File: src/rtl/idu_hazard_ctrl.sv
// idu_hazard_ctrl: decode-stage issue control; scoreboards divider/load writebacks
// and stalls decode on RAW/WAW hazards, a busy divider or a full load window.
module idu_hazard_ctrl #(
   parameter int NUM_REGS = 32,
   parameter int MAX_LD   = 2,
   localparam int AW      = $clog2(NUM_REGS)
) (
   input  logic                i_clk,
   input  logic                i_rstn,
   input  logic                i_dec_valid,
   input  logic                i_dec_rs1,
   input  logic [AW-1:0]       i_dec_rs1_addr,
   input  logic                i_dec_rs2,
   input  logic [AW-1:0]       i_dec_rs2_addr,
   input  logic                i_dec_rd,
   input  logic [AW-1:0]       i_dec_rd_addr,
   input  logic                i_dec_div,
   input  logic                i_dec_load,
   input  logic                i_div_wb_valid,
   input  logic [AW-1:0]       i_div_wb_addr,
   input  logic                i_ld_wb_valid,
   input  logic [AW-1:0]       i_ld_wb_addr,
   input  logic                i_pipe_flush,
   output logic                o_pipe_stall,
   output logic                o_issue,
   output logic                o_div_busy,
   output logic [NUM_REGS-1:0] o_sb_pend
);
   localparam logic [NUM_REGS-1:0] ONE = NUM_REGS'(1);
   typedef enum logic {S_IDLE, S_BUSY} state_t;
   state_t              r_state;
   logic [NUM_REGS-1:0] r_sb;
   logic [2:0]          r_ld_cnt;
   logic [NUM_REGS-1:0] w_clr, w_set, w_sb_eff;
   logic                w_haz, w_ld_inc;
   // Writebacks landing this cycle forward to decode, so they mask their own sb bit.
   assign w_clr    = (i_div_wb_valid ? ONE << i_div_wb_addr : '0) |
                     (i_ld_wb_valid  ? ONE << i_ld_wb_addr  : '0);
   assign w_sb_eff = r_sb & ~w_clr;
   assign w_haz    = i_dec_valid & ((i_dec_rs1  & w_sb_eff[i_dec_rs1_addr]) |
                                    (i_dec_rs2  & w_sb_eff[i_dec_rs2_addr]) |
                                    (i_dec_rd   & w_sb_eff[i_dec_rd_addr])  |
                                    (i_dec_div  & o_div_busy)               |
                                    (i_dec_load & (r_ld_cnt == 3'(MAX_LD))));
   assign o_pipe_stall = i_rstn & w_haz & ~i_pipe_flush;
   assign o_issue      = i_rstn & i_dec_valid & ~w_haz & ~i_pipe_flush;
   assign w_set        = (o_issue & i_dec_rd & (i_dec_div | i_dec_load)) ? ONE << i_dec_rd_addr : '0;
   assign w_ld_inc     = o_issue & i_dec_load;
   assign o_div_busy   = r_state == S_BUSY;
   assign o_sb_pend    = r_sb;
   always_ff @(posedge i_clk) begin
      if (!i_rstn) begin
         r_state  <= S_IDLE;
         r_sb     <= '0;
         r_ld_cnt <= '0;
      end else begin
         r_state  <= (r_state == S_IDLE && o_issue && i_dec_div) ? S_BUSY :
                     (r_state == S_BUSY && i_div_wb_valid)       ? S_IDLE : r_state;
         r_sb     <= ((r_sb & ~w_clr) | w_set) & ~ONE;
         r_ld_cnt <= (w_ld_inc & ~i_ld_wb_valid) ? r_ld_cnt + 3'd1 :
                     (i_ld_wb_valid & ~w_ld_inc & (r_ld_cnt != 3'd0)) ? r_ld_cnt - 3'd1 : r_ld_cnt;
      end
   end
   a_ld_underflow: assert property (@(posedge i_clk) disable iff (!i_rstn)
      !(i_ld_wb_valid && r_ld_cnt == 3'd0));
endmodule
File: config.mk
export PLATFORM = sky130hd
export DESIGN_NAME = idu_hazard_ctrl
export DESIGN_NICKNAME = d
export VERILOG_FILES = /design/src/rtl/idu_hazard_ctrl.sv
export SDC_FILE = /design/constraint.sdc
export NUM_CORES = 1
export LEC_CHECK = 0
export CORE_MARGIN = 3
export CORE_UTILIZATION = 50
export CTS_CLUSTER_DIAMETER = 120
export DETAILED_ROUTE_END_ITERATION = 10
export GPL_ROUTABILITY_DRIVEN = 0
export GPL_TIMING_DRIVEN = 0
export PLACE_DENSITY = 0.86
export SETUP_SLACK_MARGIN = 0.1
export SYNTH_ARGS = -nofsm -noshare
export SYNTH_HDL_FRONTEND = slang
export SYNTH_SLANG_ARGS = --single-unit
File: constraint.sdc
create_clock -name i_clk -period 9.7 [get_ports i_clk]
set_input_delay 2.425 -clock i_clk [delete_from_list [all_inputs] [get_ports i_clk]]
set_output_delay 2.425 -clock i_clk [all_outputs]
set_load 0.01 [all_outputs]
==> results_dict.tcl, run 1 <==
set metrics [dict create \
    synth-edff-count 0 \
    detail_route.iter0.violations 721 \
    layout_cell_share_with_drive_strength_beyond_1_pct 7.20 \
    grt_antenna_before_repair 0 \
    cell_area_after_synthesis_um2 3090 \
    post_synth.cell_area_avg_um2 7.40 \
    cp.required_ps 7280 \
    place.detailed.instances 550 \
    final-setup-viol-count 0 \
    clock_insertion_delay_worst_skew_ps 300 \
    root_buffer "clkbuf_8" \
    regArea_um2 701 \
    hold_viol_final 0 \
    post_dp_cell_area_um2 3790 \
    max-clock-path-buffers 2 \
    met3RoutedLength_um 2070 \
    tritoncts "built" \
    hold_path_class "reg -> reg" \
    total_number_of_h_tree_levels 2 \
    period_share_pct 89.5 \
    design.die.area_um2 7150 \
    synth.distinct_cells 73 \
    die-width_um 84.6 \
    fillCellCount 509 \
    design_area_um2 3920 \
    topRoutingLayerUsed "met4" \
    vdd_drop_max_v 0.000119 \
    fmaxAchievable_mhz 115 \
    numPortBuffers 61 \
    initial_util_pct 53.7 \
    clk_transition_reported_paths_ps 80 \
    multiInputGateArea_um2 2200 \
    tritoncts.num_buffers 5 \
    nNetsFinal 522 \
    holdBufCountCts 0 \
    final.setup.tns_ps 0 \
    finalCoreUtilization_pct 68.2 \
    top_level_ports 71 \
    timing.clock.skew_ps 7.77 \
    power.density_cell_area_nw_per_um2 110 \
    relSlewSlack_pct 40.8 \
    hold_depth 2 \
    wl_per_cell_um 23.2 \
    routed_wirelength_um 12900 \
    maxCapViolCount 0 \
    vias 4140 \
    syn_inst 417 \
    antennaDiodeCount 0 \
    synth_top_area_cell "dfxtp_1" \
    floorplan.core_area_um2 5740 \
    slew_worst_pin_ps 888 \
    status "completed" \
    rsz0062_at_grt "no" \
    synth_top_cell_area_share_pct 22.7 \
    global_route_wire_length_before_repair_um 19700 \
    rows 27 \
    dr_wl_met2_um 5360 \
    synth_seq_cells 35 \
    synth_top_cells_by_area "dfxtp_1 (23%), nand2_1 (5.5%), o221ai_1 (5.1%), nor2_1 (4.5%), o21ai_0 (4.4%)" \
    cp_max_fo 10 \
    detail_route.drc_violations 0 \
    ctsResizeCount 0 \
    dp_hpwl_um 9460 \
    wirelength_met1_um 4550 \
    postRouteAntennaNets 0 \
    stdcell_count 558 \
    maximum_number_of_pins_on_one_net_before_global_route_repair 12 \
    via_count_of_the_first_global_routing_pass 3812 \
    crit_path_end_kind "output pin" \
    yosys_warnings 0 \
    detail_route.first_pass.iterations 5 \
    cts.sinks 35 \
    chipHeight_um 84.6 \
    synth-seq-area-share_pct 22.7 \
    synthesis.nets 454 \
    path_class "in -> out" \
    syn2layout_area_growth_pct 27.0 \
    leakage_nw 1.21 \
    global_route.usage.total_pct 34.4 \
    via_per_inst 7.42 \
    final_period_minus_worst_setup_slack_ps 8680 \
    data_arrival_time_of_the_worst_path_ps 6260 \
    startpoint_type "input port" \
    number_of_setup_buffers_added_after_cts 0 \
    synth_ff_type "dfxtp_1" \
    reg2reg_depth 12 \
    report.final.slew_viol_count 0 \
    gr-total-overflow 0 \
    synth-async-reset-ratio_pct 0 \
]
-- cells in the final DEF (no fill, tap or decap), types with 5 or more instances in the layout --
cell type / netlist / routed
clkbuf_1: 24 / 25
o221ai_1: 18 / 18
nand4b_1: 9 / 9
nor3_1: 15 / 15
nand4bb_1: 6 / 6
clkdlybuf4s50_1: 0 / 61
nand2b_1: 8 / 8
clkbuf_8: 0 / 5
inv_1: 12 / 12
dfxtp_1: 35 / 35
o221a_2: 6 / 6
nor2_1: 37 / 37
nand3_1: 11 / 11
nand4_1: 7 / 7
a21oi_1: 14 / 14
or3_1: 9 / 9
mux2i_1: 5 / 5
o22ai_1: 21 / 21
nand2_1: 45 / 45
o21ai_1: 9 / 9
o21ai_0: 27 / 27
nor2b_1: 11 / 11
-- critical path, cell delays in order --
cell	delay, ps
clkdlybuf4s50_1	520
nand2b_1	160
clkbuf_1	510
o221ai_1	460
a41oi_1	360
a2111oi_0	90
a2111oi_0	440
nand3_1	300
o41ai_2	220
nor2_1	110
nor2_1	110
clkdlybuf4s50_1	540
-- area by class of cell --
class	count	share of cell area, %
multi-input combinational	338	56.2
sequential	35	17.9
timing repair buffer	61	15.6
tap	72	2.30
inverter	14	1.34
clock inverter	2	1.53
clock buffer	6	1.85
buffer	30	3.32
-- routing by layer --
metal	vias to the layer above	GRT usage (%)
met5	-	0
met4	0	19.9
met3	103	12.3
met2	405	50.9
met1	1868	43.1
li1	1764	-
-- cells in the mapped netlist (all sizes together), types with 4 or more instances --
cell type / instances
nand2: 45
nor2: 37
o21ai: 36
dfxtp: 35
clkbuf: 24
o22ai: 22
o221ai: 18
a21oi: 15
nor3: 15
inv: 13
nand3: 12
nor2b: 11
nand4b: 9
or3: 9
nand2b: 8
nand4: 8
buf: 6
nand4bb: 6
o221a: 6
a22oi: 5
mux2i: 5
nand3b: 5
a31oi: 4
a41oi: 4
nor3b: 4
nor4b: 4
-- final timing paths --
check                           startpoint                       end  slack (ps)
setup / recovery           i_ld_wb_addr[1]              o_pipe_stall        1020
hold / removal    o_sb_pend[30]$_SDFF_PN0_  o_sb_pend[30]$_SDFF_PN0_         530
hold reg to reg   o_sb_pend[30]$_SDFF_PN0_  o_sb_pend[30]$_SDFF_PN0_         530
setup reg to reg  o_sb_pend[22]$_SDFF_PN0_  r_ld_cnt[2]$_SDFFE_PN0P_        5930
-- metrics by stage --
| step | total power, mW | hold slack [ps] | setup slack (ps) |
|---|---|---|---|
| after floorplan | 0.232 | 516 | 2640 |
| after global placement | 0.266 | 507 | 1240 |
| after detailed placement | 0.271 | 517 | 1210 |
| after CTS | 0.425 | 526 | 1170 |
| after global routing | 0.445 | 543 | 730 |
| final | 0.432 | 531 | 1020 |
-- report_power, final --
group          total [mW]  switching (mW)  internal [mW]
Clock               0.160          0.0567          0.103
Combinational       0.115          0.0679         0.0474
Sequential          0.157         0.00848          0.149
-- kinds of logic (layout without fill, tap and decap cells) --
group / count (synthesis) / count (layout) / synth area share, %
buf+inv: 44 / 113 / 5.92
fa+ha+maj: 1 / 1 / 0.649
mux: 7 / 7 / 2.72
compound gates: 141 / 141 / 32.6
xor+xnor: 1 / 1 / 0.284
flops: 35 / 35 / 22.7
simple gates: 187 / 187 / 35.0
other cells: 1 / 1 / 0.122
-- sequential cells by signal, summed over array words and instances, names as in the netlist --
register,count
r_ld_cnt,3
o_sb_pend,31
o_div_busy,1
(Power assumes the default switching activity.)
==> run 2: changes to the inputs <==
- PLACE_DENSITY: 0.86 -> 0.8
- SLEW_MARGIN: unset -> 20
==> run 2 against run 1 <==
Non-clock buffer count unchanged; first-iteration DRC count up 8.5%; total power down 12%; worst setup slack worse by 100 ps; design area down 1.3%; core utilization down 0.87 points; largest cell class unchanged; largest power group is now registers; highest routed layer unchanged.
==> results_dict.tcl, run 2 (synthesized netlist as in run 1, its figures left out) <==
set metrics [dict create \
    timing.critical_path.cells "clkdlybuf4s50_1, nand4bb_1, o221ai_1, a41oi_1, a2111oi_0, a2111oi_0, nand3_1, o41ai_2, nor3_1, clkdlybuf4s50_1" \
    logic_pwr_share_pct 29.7 \
    startpoint_type "input port" \
    chipHeight_um 84.6 \
    fillCellCount 504 \
    ctsResizeCount 0 \
    relSlewSlack_pct 45.3 \
    maximum_number_of_pins_on_one_net_before_global_route_repair 12 \
    stdcell_count 557 \
    crit_start "i_div_wb_addr[0]" \
    register_share_of_total_power_pct 41.4 \
    tritoncts.num_buffers 5 \
    status "completed" \
    detail_route.first_pass.iterations 10 \
    number_of_setup_buffers_added_after_cts 0 \
    die-width_um 84.6 \
    clk_transition_reported_paths_ps 70 \
    via_count_of_the_first_global_routing_pass 3727 \
    switching_share_pct 35.2 \
    global_route_wire_length_before_repair_um 19400 \
    data_arrival_time_of_the_worst_path_ps 6360 \
    design_area_um2 3870 \
    clock_insertion_delay_worst_skew_ps 310 \
    critical_path.reg2reg.startpoint "o_sb_pend[9]$_SDFF_PN0_" \
    rows 27 \
    cp_slowest_stage_delay_ps 790 \
    worst_hold_startpoint "o_sb_pend[30]$_SDFF_PN0_" \
    layout.cells.most_common "clkdlybuf4s50_1" \
    hold_path_class "reg -> reg" \
    total_number_of_h_tree_levels 2 \
    holdBufCountCts 0 \
    antennaDiodeCount 0 \
    cellInternalPower_uw 245 \
    detail_route.iter0.violations 782 \
    vias 4075 \
    period_share_pct 90.6 \
    syn2layout_area_growth_pct 25.4 \
    root_buffer "clkbuf_8" \
    rsz0062_at_grt "no" \
    top_level_ports 71 \
    final-setup-viol-count 0 \
    largest_register_ffs 31 \
    most_frequent_cells_in_the_layout "clkdlybuf4s50_1 (61), nand2_1 (45), nor2_1 (37), dfxtp_1 (35), o21ai_0 (27)" \
    maxCapViolCount 0 \
    design.die.area_um2 7150 \
    layout_cell_share_with_drive_strength_beyond_1_pct 7.22 \
    global_route.usage.total_pct 34.3 \
    leakage_nw 1.19 \
    grt_antenna_before_repair 0 \
    wl_per_cell_um 22.7 \
    power.density_cell_area_nw_per_um2 97.9 \
    postRouteAntennaNets 0 \
    slew_worst_pin_ps 820 \
    tritoncts "built" \
    finalCoreUtilization_pct 67.4 \
    nNetsFinal 522 \
    place.detailed.instances 550 \
    hold_viol_final 0 \
    post_dp_cell_area_um2 3790 \
    report.final.slew_viol_count 0 \
    final_period_minus_worst_setup_slack_ps 8790 \
    path_class "in -> out" \
    cp.required_ps 7280 \
    numPortBuffers 61 \
    dp_hpwl_um 9250 \
    crit_path_end_kind "output pin" \
    p_clk_share_pct 28.8 \
    max-clock-path-buffers 2 \
    gr-total-overflow 0 \
    vdd_drop_max_v 0.0000908 \
    routed_wirelength_um 12700 \
    floorplan.core_area_um2 5740 \
    timing.clock.skew_ps 12.0 \
    cts.sinks 35 \
    via_per_inst 7.32 \
    net-switching-power_uw 134 \
    final.setup.tns_ps 0 \
    detail_route.drc_violations 0 \
    cp_max_fo 9 \
    initial_util_pct 53.7 \
    fmaxAchievable_mhz 114 \
    critical-path-slowest-cell "o221ai_1" \
]
run 2: cell types whose count changed in the layout (fill, tap and decap cells not counted):
cell	delta
clkinv_4	+1
clkbuf_1	-1
bufinv_16	-2
clkinv_2	+1
run 2: path summary, 6_finish.rpt:
| path | cells past startpoint | slack, ps | end |
|---|---|---|---|
| setup / recovery | 10 | 910 | o_issue |
| hold / removal | 2 | 530 | o_sb_pend[30]$_SDFF_PN0_ |
| setup reg to reg | 12 | 5960 | r_ld_cnt[2]$_SDFFE_PN0P_ |
| hold reg to reg | 2 | 530 | o_sb_pend[30]$_SDFF_PN0_ |
run 2: stage by stage:
step                      total power, mW  setup slack (ps)  hold slack, ps
after floorplan                     0.232              2640             516
after global placement              0.265              1200             515
after detailed placement            0.269              1180             516
after CTS                           0.374              1210             529
after global routing                0.393               879             579
final                               0.379               912             531
run 2: layout make-up:
cell class / instances / area (um2) / share of cell area (%)
Multi-Input combinational cell: 338 / 2200 / 56.9
Sequential cell: 35 / 701 / 18.1
Timing Repair Buffer: 61 / 611 / 15.8
Buffer: 30 / 130 / 3.36
Tap cell: 72 / 90.1 / 2.33
Clock buffer: 5 / 68.8 / 1.78
Inverter: 14 / 52.6 / 1.36
Clock inverter: 2 / 13.8 / 0.356
run 2: worst max-delay path, delay by kind of cell:
family,cells,cell delay [ps]
AOI/OAI and AO/OA,5,1740
buffers and inverters,2,1270
and+or+nand+nor,3,920
run 2: power groups by stage:
stage	Clock [mW]	Sequential [mW]	Combinational (mW)
6_report	0.109	0.157	0.113
5_1_grt	0.113	0.158	0.122
4_1_cts	0.108	0.157	0.109
3_5_place_dp	0	0.160	0.109
3_3_place_gp	0	0.160	0.106
2_1_floorplan	0	0.159	0.0739
run 2: per-layer routing:
metal / vias up / track usage (%) / part of all wire, %
li1: 1768 / - / -
met1: 1862 / 43.8 / 38
met2: 345 / 51.5 / 41
met3: 100 / 11.9 / 15
met4: 0 / 16.4 / 6.3
met5: - / 0 / 0
==> run 3: changes to the inputs <==
- clock period: 9.7 -> 8.86 ns (I/O delays scaled with it)
==> results of run 3 <==
Same layout as run 2 (identical final DEF). Status: completed.
Main changes from that run: setup slack after placement 1180 ps -> 763 ps; setup slack after layout 912 ps -> 492 ps; register-to-register setup slack 5960 ps -> 5120 ps; total power 0.379 mW -> 0.415 mW; worst IR drop on VDD 0.0000908 V -> 0.0000994 V
